==> src/rtl/clock_ctrl_pkg.sv <==
// Shared types and constants for the clock set-mode controller.
package clock_ctrl_pkg;

  typedef enum logic [1:0] {
    RUN           = 2'b00,
    SET_HOUR      = 2'b01,
    SET_MIN       = 2'b10,
    STATE_ILLEGAL = 2'b11
  } state_t;

  localparam int unsigned HOUR_HI_BIT = 3;
  localparam int unsigned HOUR_LO_BIT = 2;
  localparam int unsigned MIN_HI_BIT  = 1;
  localparam int unsigned MIN_LO_BIT  = 0;

  // Blank the digits being edited while the blink phase is high.
  function automatic logic [3:0] blink_mask(input state_t st, input logic phase);
    logic [3:0] m;
    m = '0;
    case (st)
      SET_HOUR: begin
        m[HOUR_HI_BIT] = phase;
        m[HOUR_LO_BIT] = phase;
      end
      SET_MIN: begin
        m[MIN_HI_BIT] = phase;
        m[MIN_LO_BIT] = phase;
      end
      default: m = '0;
    endcase
    return m;
  endfunction

endpackage

==> src/rtl/btn_debounce.sv <==
// Raw button to debounced level plus one-cycle press pulse on the debounced rise.
module btn_debounce #(
  parameter int unsigned DEBOUNCE_CYCLES = 16
) (
  input  logic clock,
  input  logic reset,
  input  logic raw,
  output logic level,
  output logic press
);

  localparam int unsigned CW = $clog2(DEBOUNCE_CYCLES);
  localparam logic [CW-1:0] CNT_LAST = CW'(DEBOUNCE_CYCLES - 1);

  logic          sync1;
  logic          sync2;
  logic          level_q;
  logic [CW-1:0] cnt;

  always_ff @(posedge clock) begin
    if (!reset) begin
      sync1   <= 1'b0;
      sync2   <= 1'b0;
      level   <= 1'b0;
      level_q <= 1'b0;
      press   <= 1'b0;
      cnt     <= '0;
    end else begin
      sync1   <= raw;
      sync2   <= sync1;
      level_q <= level;
      press   <= level & ~level_q;
      // Level flips only after a full run of disagreeing samples.
      if (sync2 == level) begin
        cnt <= '0;
      end else if (cnt == CNT_LAST) begin
        level <= sync2;
        cnt   <= '0;
      end else begin
        cnt <= cnt + CW'(1);
      end
    end
  end

endmodule

==> src/rtl/clock_set_ctrl.sv <==
// Button-driven run/set sequencer for the digital clock: mode FSM, auto-repeat,
// digit blink and colon dot.
module clock_set_ctrl
  import clock_ctrl_pkg::*;
#(
  parameter int unsigned DEBOUNCE_CYCLES = 16,
  parameter int unsigned REPEAT_DELAY    = 64,
  parameter int unsigned REPEAT_PERIOD   = 16,
  parameter int unsigned BLINK_HALF      = 32
) (
  input  logic       clock,
  input  logic       reset,
  input  logic       advanceBtn,
  input  logic       incrementBtn,
  input  logic       secTick,
  output logic       runEn,
  output logic       incHour,
  output logic       incMin,
  output logic       clearSec,
  output logic [3:0] blinkMask,
  output logic       dot,
  output logic [1:0] debugState
);

  localparam int unsigned RPT_MAX = (REPEAT_DELAY > REPEAT_PERIOD) ? REPEAT_DELAY : REPEAT_PERIOD;
  localparam int unsigned RW      = $clog2(RPT_MAX + 1);
  localparam int unsigned BW      = $clog2(BLINK_HALF + 1);
  localparam logic [RW-1:0] DELAY_LAST  = RW'(REPEAT_DELAY - 1);
  localparam logic [RW-1:0] PERIOD_LAST = RW'(REPEAT_PERIOD - 1);
  localparam logic [BW-1:0] BLINK_LAST  = BW'(BLINK_HALF - 1);

  logic adv_press, adv_level_unused, inc_press, inc_level;

  btn_debounce #(.DEBOUNCE_CYCLES(DEBOUNCE_CYCLES)) u_adv (
    .clock (clock),
    .reset (reset),
    .raw   (advanceBtn),
    .level (adv_level_unused),
    .press (adv_press)
  );

  btn_debounce #(.DEBOUNCE_CYCLES(DEBOUNCE_CYCLES)) u_inc (
    .clock (clock),
    .reset (reset),
    .raw   (incrementBtn),
    .level (inc_level),
    .press (inc_press)
  );

  state_t        state, state_n;
  logic [RW-1:0] rpt_cnt, rpt_cnt_n;
  logic          rpt_active, rpt_active_n;
  logic          rpt_first, rpt_first_n;
  logic [BW-1:0] blink_cnt, blink_cnt_n;
  logic          phase, phase_n;
  logic          press_fire, rpt_fire;
  logic          inc_hour_n, inc_min_n, clear_n, dot_n;

  assign debugState = state;

  always_comb begin
    state_n      = state;
    clear_n      = 1'b0;
    press_fire   = 1'b0;
    rpt_fire     = 1'b0;
    rpt_cnt_n    = rpt_cnt;
    rpt_active_n = rpt_active;
    rpt_first_n  = rpt_first;
    blink_cnt_n  = blink_cnt + BW'(1);
    phase_n      = phase;
    dot_n        = dot;

    if (blink_cnt == BLINK_LAST) begin
      blink_cnt_n = '0;
      phase_n     = ~phase;
    end

    // Advance takes priority over an increment press in the same cycle.
    case (state)
      RUN: begin
        if (adv_press) state_n = SET_HOUR;
      end
      SET_HOUR: begin
        if (adv_press)      state_n = SET_MIN;
        else if (inc_press) press_fire = 1'b1;
      end
      SET_MIN: begin
        if (adv_press) begin
          state_n = RUN;
          clear_n = 1'b1;
        end else if (inc_press) begin
          press_fire = 1'b1;
        end
      end
      default: state_n = RUN;
    endcase

    // Repeat only follows a press accepted in the current state.
    if (state_n != state) begin
      rpt_active_n = 1'b0;
      rpt_cnt_n    = '0;
    end else if (press_fire) begin
      rpt_active_n = 1'b1;
      rpt_first_n  = 1'b1;
      rpt_cnt_n    = '0;
    end else if (rpt_active && inc_level) begin
      if (rpt_cnt == (rpt_first ? DELAY_LAST : PERIOD_LAST)) begin
        rpt_fire    = 1'b1;
        rpt_first_n = 1'b0;
        rpt_cnt_n   = '0;
      end else begin
        rpt_cnt_n = rpt_cnt + RW'(1);
      end
    end else begin
      rpt_active_n = 1'b0;
      rpt_cnt_n    = '0;
    end

    inc_hour_n = (press_fire | rpt_fire) & (state == SET_HOUR);
    inc_min_n  = (press_fire | rpt_fire) & (state == SET_MIN);

    // Restart the blink so an edited value shows immediately.
    if ((state_n != state) || press_fire || rpt_fire) begin
      blink_cnt_n = '0;
      phase_n     = 1'b0;
    end

    if (state_n != RUN)   dot_n = 1'b1;
    else if (state != RUN) dot_n = 1'b0;
    else if (secTick)     dot_n = ~dot;
  end

  always_ff @(posedge clock) begin
    if (!reset) begin
      state      <= RUN;
      rpt_cnt    <= '0;
      rpt_active <= 1'b0;
      rpt_first  <= 1'b0;
      blink_cnt  <= '0;
      phase      <= 1'b0;
      runEn      <= 1'b1;
      incHour    <= 1'b0;
      incMin     <= 1'b0;
      clearSec   <= 1'b0;
      blinkMask  <= '0;
      dot        <= 1'b0;
    end else begin
      state      <= state_n;
      rpt_cnt    <= rpt_cnt_n;
      rpt_active <= rpt_active_n;
      rpt_first  <= rpt_first_n;
      blink_cnt  <= blink_cnt_n;
      phase      <= phase_n;
      runEn      <= (state_n == RUN);
      incHour    <= inc_hour_n;
      incMin     <= inc_min_n;
      clearSec   <= clear_n;
      blinkMask  <= blink_mask(state_n, phase_n);
      dot        <= dot_n;
    end
  end

endmodule

==> config.mk <==
export PLATFORM = sky130hd
export DESIGN_NAME = clock_set_ctrl
export DESIGN_NICKNAME = d
export VERILOG_FILES = /design/src/rtl/clock_ctrl_pkg.sv /design/src/rtl/btn_debounce.sv /design/src/rtl/clock_set_ctrl.sv
export SDC_FILE = /design/constraint.sdc
export NUM_CORES = 1
export LEC_CHECK = 0
export CORE_MARGIN = 10
export CORE_UTILIZATION = 51
export DETAILED_ROUTE_END_ITERATION = 10
export PLACE_DENSITY = 0.83
export SETUP_SLACK_MARGIN = 0.1
export SLEW_MARGIN = 20
export SYNTH_ARGS = -nofsm -noshare
export SYNTH_HDL_FRONTEND = slang
export SYNTH_SLANG_ARGS = --single-unit
==> constraint.sdc <==
create_clock -name clock -period 3.5 [get_ports clock]
set_input_delay 0.525 -clock clock [delete_from_list [all_inputs] [get_ports clock]]
set_output_delay 0.525 -clock clock [all_outputs]
set_load 0.01 [all_outputs]
---- Yosys cells after proc, flatten, opt, wreduce, memory -nomap -nowiden ----
Cells that the tools add are included.
word-level totals
  bits in registers ....................... 43
  memories ................................ 0
  bits in read-only memories .............. 0
  bits in latches ......................... 0
  RAM bits ................................ 0
cells by class
  bitwise operators ....................... 14
  $lt $le $gt $ge ......................... 0
  reductions and logical operators ........ 22
  mux-type cells .......................... 23
  equality and inequality tests ........... 12
  $mul .................................... 0
  add/subtract/negate cells ............... 4
  shifts and indexed selects .............. 0
  divide/modulo/power cells ............... 0
operators with widths
  kind                                                                    count
  1-bit two-way mux                                                       18
  2-bit AND reduction                                                     5
  1-bit inverter                                                          9
  3-bit OR reduction                                                      3
  4-bit by 1-bit adder with 4-bit output (second input constant)          2
  4-bit equality test (second input constant)                             2
  2-bit nonzero test                                                      4
  7-bit by 1-bit adder with 7-bit output (second input constant)          1
  7-bit by 6-bit equality test with 1-bit output                          1
  6-bit by 1-bit adder with 6-bit output (second input constant)          1
  6-bit by 5-bit equality test with 1-bit output (second input constant)  1
  2-bit two-way mux                                                       3
  6-bit two-way mux                                                       1
  2-bit one-hot mux with 3 select lines                                   1
  5-bit OR reduction                                                      1
  1-bit AND                                                               4
  2-bit by 1-bit equality test with 1-bit output (second input constant)  2
  2-bit equality test (second input constant)                             2
  2-bit zero test                                                         2
  2-bit OR reduction                                                      2
  3-bit AND reduction                                                     1
  3-bit nonzero test                                                      1
  1-bit equality test                                                     2
  1-bit logical OR                                                        2
  4 further kinds                                                         4

---- Logic depth before layout (Yosys ltp) ----
Gate-level depths: netlist (run 1).
  word-level depth ........................ 8
  depth in mapped cells ................... 7

---- Hierarchy ----
A second synthesis (run 1) with hierarchy kept.
second synthesis, totals
  cell total of the unflattened synthesis .. 169
  area, all modules ....................... 1735.4 µm²
modules (own cells, without submodules)
  module          times used  area an instance (µm²)  cells each
  clock_set_ctrl  1           1137.3                  115
  btn_debounce    2           299.0                   27

---- Worst setup path after synthesis (run 1) ----
Ideal clock, no wire load.
  path kind ............................... input to register
  start point ............................. input reset
  end point ............................... register rpt_cnt[4]
  buffers on the path ..................... 2
  data arrival time ....................... 1828 ps
  stages on the path ...................... 6
  setup time .............................. 62 ps
  required time ........................... 3438 ps
  slack ................................... 1611 ps
  path through ............................ clkbuf_1 > inv_1 > a311o_1 > or4_1 > buf_6 > nor2_2
between the ends
  longest elaborated chain between the ends .. 2
ends and longest elaborated chain
  what                          RTL line               RTL
  start: declaration            clock_set_ctrl.sv:12   input logic reset,
  1-bit inverter (no line)      n/a
  5-bit OR reduction (no line)  n/a
  end signal: assignment        clock_set_ctrl.sv:149  rpt_cnt <= rpt_cnt_n;
  end: declaration              clock_set_ctrl.sv:51   logic [RW-1:0] rpt_cnt, rpt_cnt_n;
No other way between the ends.
A chain may end at the register's enable or synchronous reset.

---- Final worst setup path (run 1) ----
Same ends and word-level chain as after synthesis.

==> results of run 1 <==
## metrics by stage
step,setup slack (ps),area (µm²),hold slack (ps)
floorplan,1610,1710,367
global placement,1070,1870,372
detailed placement,1020,1870,371
CTS,1360,1930,389
global route,1270,1930,410
finish,1350,1930,389
## power by group
group | switching (mW) | internal [mW]
Combinational | 0.0123 | 0.0141
Sequential | 0.00476 | 0.496
Clock | 0.147 | 0.0998
## cells by family after synthesis
group / share of synthesized area [%]
simple gates: 21.7
fa+ha+maj: 5.86
compound gates: 7.10
buf+inv: 5.12
flops: 50.4
mux: 1.17
xor+xnor: 8.71
## final cells by class
cell class,instances,area (µm²)
well taps,44,55.1
fillers,261,1200
flip-flops and latches,43,861
repair buffers,16,158
clock buffers,7,55.1
inverters,9,33.8
multi-input cells,115,761
clock inverters,1,8.76
## layer usage
metal	up-vias	GRT usage [%]
li1	611	-
met1	551	9.74
met2	24	17.2
met3	9	4.38
met4	0	5.38
met5	-	0
## state kept, by name, summed over array words and instances, names as in the netlist
signal	flops
rpt_cnt	7
blink_cnt	6
u_adv.cnt	4
u_inc.cnt	4
blinkMask	2
debugState	2
clearSec	1
dot	1
incHour	1
incMin	1
phase	1
rpt_active	1
rpt_first	1
runEn	1
u_adv.level	1
u_adv.level_q	1
u_adv.press	1
u_adv.sync1	1
u_adv.sync2	1
u_inc.level	1
u_inc.level_q	1
u_inc.press	1
u_inc.sync1	1
u_inc.sync2	1
## final timing paths
| path | start | end | depth (start not counted) |
|---|---|---|---|
| setup / recovery | reset | rpt_cnt[4]$_SDFF_PP0_ | 6 |
| hold / removal | u_adv.level_q$_SDFF_PN0_ | u_adv.press$_SDFF_PN0_ | 1 |
| setup reg to reg | debugState[1]$_SDFF_PN0_ | rpt_cnt[4]$_SDFF_PP0_ | 6 |
| hold reg to reg | u_adv.level_q$_SDFF_PN0_ | u_adv.press$_SDFF_PN0_ | 1 |
## critical path: stages
cell,delay (ps)
clkdlybuf4s50_1,450
buf_4,190
inv_1,110
a311o_1,350
or4_1,620
nor2_2,170
## layout by cell type, fill, tap and decap left out, drive strengths merged, types with 7 or more instances in the layout
cell type,count
nor3,8
ha,8
xnor2,7
nor2,22
xor2,10
and2,8
inv,9
clkbuf,7
clkdlybuf4s50,15
nand3,11
nand2,8
dfxtp,43
==> flow_summary.yaml, run 1 <==
logic_synthesis:
  synthTopCellsByCount: "43 x dfxtp_1, 15 x nor2_1, 11 x nand3_1, 10 x xor2_1, 9 x inv_1"
  synthTopCellsByArea: "dfxtp_1 50%, ha_1 5.9%, xor2_1 5.1%, xnor2_1 3.6%, nor2_1 3.3%"
  yosysTopAreaCell: "dfxtp_1"
  ys_warn_count: 0
  syn_inst: 175
  synth_ff_type: "dfxtp_1"
  syn-num-nets: 188
  async_reset_ff_share_pct: 0
  synth_edf_count: 0
  syn_area_um2: 1710
  yosysMostFrequentCell: "dfxtp_1"
  yosysSeqAreaShare_pct: 50.4
  synth_top_area_share_pct: 50.4
  synth_cell_type_count: 35
  ys_seq_elements: 43
  avgSynthCellArea_um2: 9.77
cells_and_area:
  post-route-util_pct: 61.8
  area_delta_synth_final_pct: 13.0
  layout-drive-gt1-share_pct: 8.90
  nets: 203
  fin_cells: 235
  antenna_cells: 0
sta:
  setup_tns_ps: 0
  hold_viol: 0
  maxClockFrequency_mhz: 466
  setup_viol: 0
  fin_skew_ps: 9.15
  slew_headroom_pct: 75.1
  worst_pin_slew_ps: 372
  drv_slew: 0
  rsz0062_at_grt: "no"
  finalCriticalPeriod_ps: 2150
  min_period_over_period_pct: 61.3
cts:
  cts.sink_count: 43
  cts_resized: 0
  root_buffer: "clkbuf_4"
  post-cts-setup-buffer-count: 0
  hold_buffers: 0
  insertion_delay_ps: 340
  cts_buffers: 5
  clkTransAtPathRegs_ps: 120
  tritoncts: "done"
  clockBufferDepth: 2
  ctsHtreeMaxLevel: 2
routing:
  drtIter0Drc: 67
  top_layer: "met4"
  vias: 1195
  vias_per_cell: 5.09
  wire_per_inst_um: 12.4
  drt_pass1_iterations: 5
  drcViolationCount: 0
  route.met3.wl_um: 164
  routed_wl_um: 2910
  dr_wl_met2_um: 1420
  wl_met1_um: 1260
  ant_nets: 0
grt:
  grt_usage_pct: 9.93
  grt_pass1_wl_um: 4970
  grt_pass1_vias: 1215
  antenna_found_initial: 0
  grt.overflow.total: 0
  grt_start_max_net_pins: 20
power:
  power.leakage_nw: 0.791
  power.density_nw_per_um2: 401
  p_total_mw: 0.774
  ir_worst_vdd_v: 0.000217
critical_path:
  critPathKind: "input port to flip-flop"
  cp.required_ps: 3780
  reg2reg_slack_ps: 1400
  arrival_ps: 2430
  cp-end-kind: "flip-flop"
  critPathLaunchType: "input port"
  cp_max_fo: 19
die:
  io_pins: 16
  initial_core_util_pct: 54.6
  die_area_um2: 6070
  coreArea_um2: 3130
  fp-row-count: 20
  die-height_um: 77.9
  dieWidth_um: 77.9
placement:
  gp_congestion: 0.824
  io_buffers: 15
  place_inst: 227
  dpl.hpwl_um: 2240
worst_hold_path:
  hp-class: "flip-flop to flip-flop"
run_status:
  outcome: "completed"
run:
  cap_violations: 0
No activity file was read; power rests on OpenSTA's default activity.
==> run 2, diff against run 1 <==
==> constraint.sdc (replaced) <==
create_clock -name clock -period 2.1 [get_ports clock]
set_input_delay 0.315 -clock clock [delete_from_list [all_inputs] [get_ports clock]]
set_output_delay 0.315 -clock clock [all_outputs]
set_load 0.01 [all_outputs]
==> flow_summary.yaml, run 2 (synthesized netlist as in run 1, its figures left out) <==
cells_and_area:
  layout-drive-gt1-share_pct: 12.0
  nFillCells: 269
  nets: 204
  top_register: "rpt_cnt"
  multi_input_area_um2: 768
  antenna_cells: 0
  largest_register_ffs: 7
  area_delta_synth_final_pct: 14.3
  layout_common_cells: "41 x dfxtp_1, 15 x nor2_1, 15 x clkdlybuf4s50_1, 11 x nand3_1, 10 x xor2_1"
  reg.largest.list: "rpt_cnt: 7 flops, blink_cnt: 6 flops"
  mostFrequentLayoutCell: "dfxtp_1"
  register_area_um2: 863
  fin_cells: 236
die:
  io_pins: 16
  die_area_um2: 6070
  dieWidth_um: 77.9
  coreArea_um2: 3130
  die-height_um: 77.9
  initial_core_util_pct: 54.6
  fp-row-count: 20
critical_path:
  arrival_ps: 2170
  cp-end-kind: "flip-flop"
  cp_max_fo: 8
  cp.required_ps: 2370
  critPathLaunchType: "flip-flop"
  critPathKind: "flip-flop to flip-flop"
placement:
  gp_congestion: 0.863
  dpl.hpwl_um: 2250
  io_buffers: 15
  place_inst: 228
sta:
  maxClockFrequency_mhz: 527
  setup_tns_ps: 0
  worst_pin_slew_ps: 388
  slew_headroom_pct: 74.0
  drv_slew: 0
  hold_viol: 0
  finalCriticalPeriod_ps: 1900
  rsz0062_at_grt: "no"
  min_period_over_period_pct: 90.4
  holdWs_ps: 394
  fin_skew_ps: 8.69
  setup_viol: 0
cts:
  clockBufferDepth: 2
  ctsHtreeMaxLevel: 2
  insertion_delay_ps: 350
  cts_buffers: 5
  post-cts-setup-buffer-count: 0
  root_buffer: "clkbuf_4"
  clkTransAtPathRegs_ps: 120
  cts.sink_count: 43
  tritoncts: "done"
routing:
  vias_per_cell: 5.09
  drt_pass1_iterations: 4
  drtIter0Drc: 69
  vias: 1202
  drcViolationCount: 0
  routed_wl_um: 2960
  ant_nets: 0
  wire_per_inst_um: 12.5
run:
  cap_violations: 0
grt:
  grt.overflow.total: 0
  grt_pass1_wl_um: 5170
  grt_usage_pct: 10.4
  antenna_found_initial: 0
  grt_pass1_vias: 1204
  grt_start_max_net_pins: 19
worst_hold_path:
  hp-class: "flip-flop to flip-flop"
power:
  ir_worst_vdd_v: 0.000532
  p_total_mw: 1.32
  power.leakage_nw: 0.798
  power.density_nw_per_um2: 678
run_status:
  outcome: "completed"
==> run 2: what timing repair did <==
| item | CTS | global route |
|---|---|---|
| resized for setup | 1 | 4 |
| setup endpoints to repair | 6 | 13 |
| hold buffers | 0 | 0 |
==> run 2: critical path, stage by stage (launching register included) <==
cell	delay, ps
dfxtp_2	380
ha_1	230
o22a_1	190
a311o_1	340
buf_4	160
or2_1	310
nor3_1	220
==> run 2: final cells by class <==
cell class	instances	share of cell area, %
tap	44	2.82
clock buffer	8	3.52
timing repair buffer	17	8.45
multi-input combinational	115	39.3
sequential	43	44.2
inverter	9	1.73
==> run 2: report_power, final <==
group	switching (mW)	internal (mW)
Sequential	0.00761	0.827
Clock	0.246	0.197
Combinational	0.0212	0.0247
==> run 2: metal layers <==
metal | routed length [µm] | GRT usage, % | vias to the layer above
li1 | - | - | 613
met4 | 77 | 6.09 | 0
met5 | 0 | 0 | -
met3 | 168 | 4.61 | 9
met2 | 1400 | 17.1 | 21
met1 | 1310 | 10.9 | 559
==> run 2: path summary, 6_finish.rpt <==
check | start | to | slack (ps) | depth (start not counted)
setup / recovery | debugState[1]$_SDFF_PN0_ | blink_cnt[3]$_SDFF_PP0_ | 200 | 6
hold / removal | u_adv.level_q$_SDFF_PN0_ | u_adv.press$_SDFF_PN0_ | 390 | 1
setup reg to reg | debugState[1]$_SDFF_PN0_ | blink_cnt[3]$_SDFF_PP0_ | 200 | 6
hold reg to reg | u_adv.level_q$_SDFF_PN0_ | u_adv.press$_SDFF_PN0_ | 390 | 1
==> run 2: metrics by stage <==
step                utilization (%)  setup WS [ps]  area (µm²)
floorplan                         -            253        1710
global placement               60.0            128        1880
detailed placement             60.0           89.0        1880
CTS                            62.3            136        1950
global route                   62.5            111        1950
finish                         62.5            202        1950
==> run 3, diff against run 2 <==
--- a/config.mk
+++ b/config.mk
@@ -14,3 +14,4 @@
 export SYNTH_ARGS = -nofsm -noshare
 export SYNTH_HDL_FRONTEND = slang
 export SYNTH_SLANG_ARGS = --single-unit
+export TNS_END_PERCENT = 5
==> flow_summary.yaml, run 3 (synthesized netlist as in run 1, its figures left out) <==
routing:
  vias_per_cell: 5.12
  vias: 1209
  routed_wl_um: 2950
  drt_pass1_iterations: 4
  ant_nets: 0
  wire_per_inst_um: 12.5
  drcViolationCount: 0
  drtIter0Drc: 62
sta:
  hold_viol: 0
  fin_skew_ps: 7.08
  min_period_over_period_pct: 90.7
  maxClockFrequency_mhz: 525
  final.setup.worst_slack_ps: 195
  rsz0062_at_grt: "yes"
  drv_slew: 0
  slew_headroom_pct: 73.6
  worst_pin_slew_ps: 394
  setup_tns_ps: 0
  finalCriticalPeriod_ps: 1910
  setup_viol: 0
placement:
  gp_congestion: 0.863
  dpl.hpwl_um: 2250
  pre_cts_slack_ps: 89.0
  io_buffers: 15
die:
  initial_core_util_pct: 54.6
  die_area_um2: 6070
  die-height_um: 77.9
  fp-row-count: 20
  coreArea_um2: 3130
  dieWidth_um: 77.9
  io_pins: 16
cts:
  ctsHtreeMaxLevel: 2
  hold_buffers: 0
  root_buffer: "clkbuf_4"
  post-cts-setup-buffer-count: 0
  tritoncts: "done"
  cts_buffers: 5
  cts.sink_count: 43
  insertion_delay_ps: 350
  clockBufferDepth: 2
  clkTransAtPathRegs_ps: 120
cells_and_area:
  reg.largest.list: "rpt_cnt: 7 flops, blink_cnt: 6 flops"
  largest_register_ffs: 7
  top_register: "rpt_cnt"
  antenna_cells: 0
  nets: 204
  layout-drive-gt1-share_pct: 11.5
  layout_common_cells: "41 x dfxtp_1, 15 x nor2_1, 15 x clkdlybuf4s50_1, 11 x nand3_1, 10 x xor2_1"
  area_delta_synth_final_pct: 14.2
  mostFrequentLayoutCell: "dfxtp_1"
critical_path:
  cp-end-kind: "flip-flop"
  critPathLaunchType: "flip-flop"
  critPathKind: "flip-flop to flip-flop"
  cp.required_ps: 2370
  arrival_ps: 2180
  cp_max_fo: 8
  r2r-start: "debugState[1]$_SDFF_PN0_"
  reg2reg_slack_ps: 190
  setup.worst_path.start: "debugState[1]$_SDFF_PN0_"
grt:
  antenna_found_initial: 0
  grt_pass1_vias: 1204
  grt.overflow.total: 0
  grt_pass1_wl_um: 5170
  grt_start_max_net_pins: 19
  grt_usage_pct: 10.4
power:
  pwr-share-comb_pct: 3.5
  intPower_mw: 1.05
  power.leakage_nw: 0.799
  switchingPower_mw: 0.274
  clockPowerShare_pct: 33.4
  seqPwrFrac_pct: 63.1
  ir_worst_vdd_v: 0.000552
  power.density_nw_per_um2: 678
  netSwitchingFraction_pct: 20.7
worst_hold_path:
  hp-class: "flip-flop to flip-flop"
  hold_start: "u_adv.level_q$_SDFF_PN0_"
run_status:
  outcome: "completed"
run:
  cap_violations: 0
[run 3: cell types whose count changed in the layout (fill, tap and decap cells not counted)]
cell,delta
ha_2,-1
ha_1,+1
[run 3: per-layer routing]
metal / vias up / track usage (%) / share of wire, %
met2: 28 / 17.1 / 48
met4: 0 / 6.09 / 2.2
met3: 7 / 4.61 / 6.3
met5: - / 0 / 0
li1: 613 / - / -
met1: 561 / 10.9 / 44
[run 3: what timing repair did]
action / CTS / global route
pin swaps: 0 / 0
endpoints found under the setup margin: 6 / 13
resized for setup: 1 / 3
[run 3: layout make-up]
class	count	area [µm²]
Multi-Input combinational cell	115	766
Inverter	9	33.8
Timing Repair Buffer	17	165
Sequential cell	43	863
Tap cell	44	55.1
Clock buffer	8	68.8
Fill cell	268	1180
[run 3: power groups by stage]
| stage | combinational, mW | sequential (mW) | clock, mW |
|---|---|---|---|
| 2_1_floorplan | 0.0257 | 0.853 | 0 |
| 3_3_place_gp | 0.0446 | 0.852 | 0 |
| 3_5_place_dp | 0.0462 | 0.854 | 0 |
| 4_1_cts | 0.0467 | 0.835 | 0.453 |
| 5_1_grt | 0.0524 | 0.837 | 0.477 |
| 6_report | 0.0462 | 0.835 | 0.442 |
[run 3: path summary, 6_finish.rpt]
| path | cells after the start | to |
|---|---|---|
| setup reg to reg | 7 | blink_cnt[3]$_SDFF_PP0_ |
| setup / recovery | 7 | blink_cnt[3]$_SDFF_PP0_ |
| hold / removal | 1 | u_adv.press$_SDFF_PN0_ |
| hold reg to reg | 1 | u_adv.press$_SDFF_PN0_ |
[run 3: critical path, stage by stage, from the launching register on]
cell and delay, ps:
dfxtp_2 380, inv_1 90, ha_1 240, nand2_1 100
a311o_1 340, buf_4 160, or2_1 310, nor3_1 220
[run 3: per-stage QoR]
| stage | util [%] | hold WS (ps) | instances | cell area, µm² | total power, mW |
|---|---|---|---|---|---|
| floorplan | - | 367 | 175 | 1710 | 0.879 |
| global placement | 60.0 | 370 | 228 | 1880 | 0.897 |
| detailed placement | 60.0 | 375 | 228 | 1880 | 0.900 |
| CTS | 62.3 | 391 | 236 | 1950 | 1.33 |
| global route | 62.4 | 409 | 236 | 1950 | 1.37 |
| finish | 62.4 | 394 | 236 | 1950 | 1.32 |
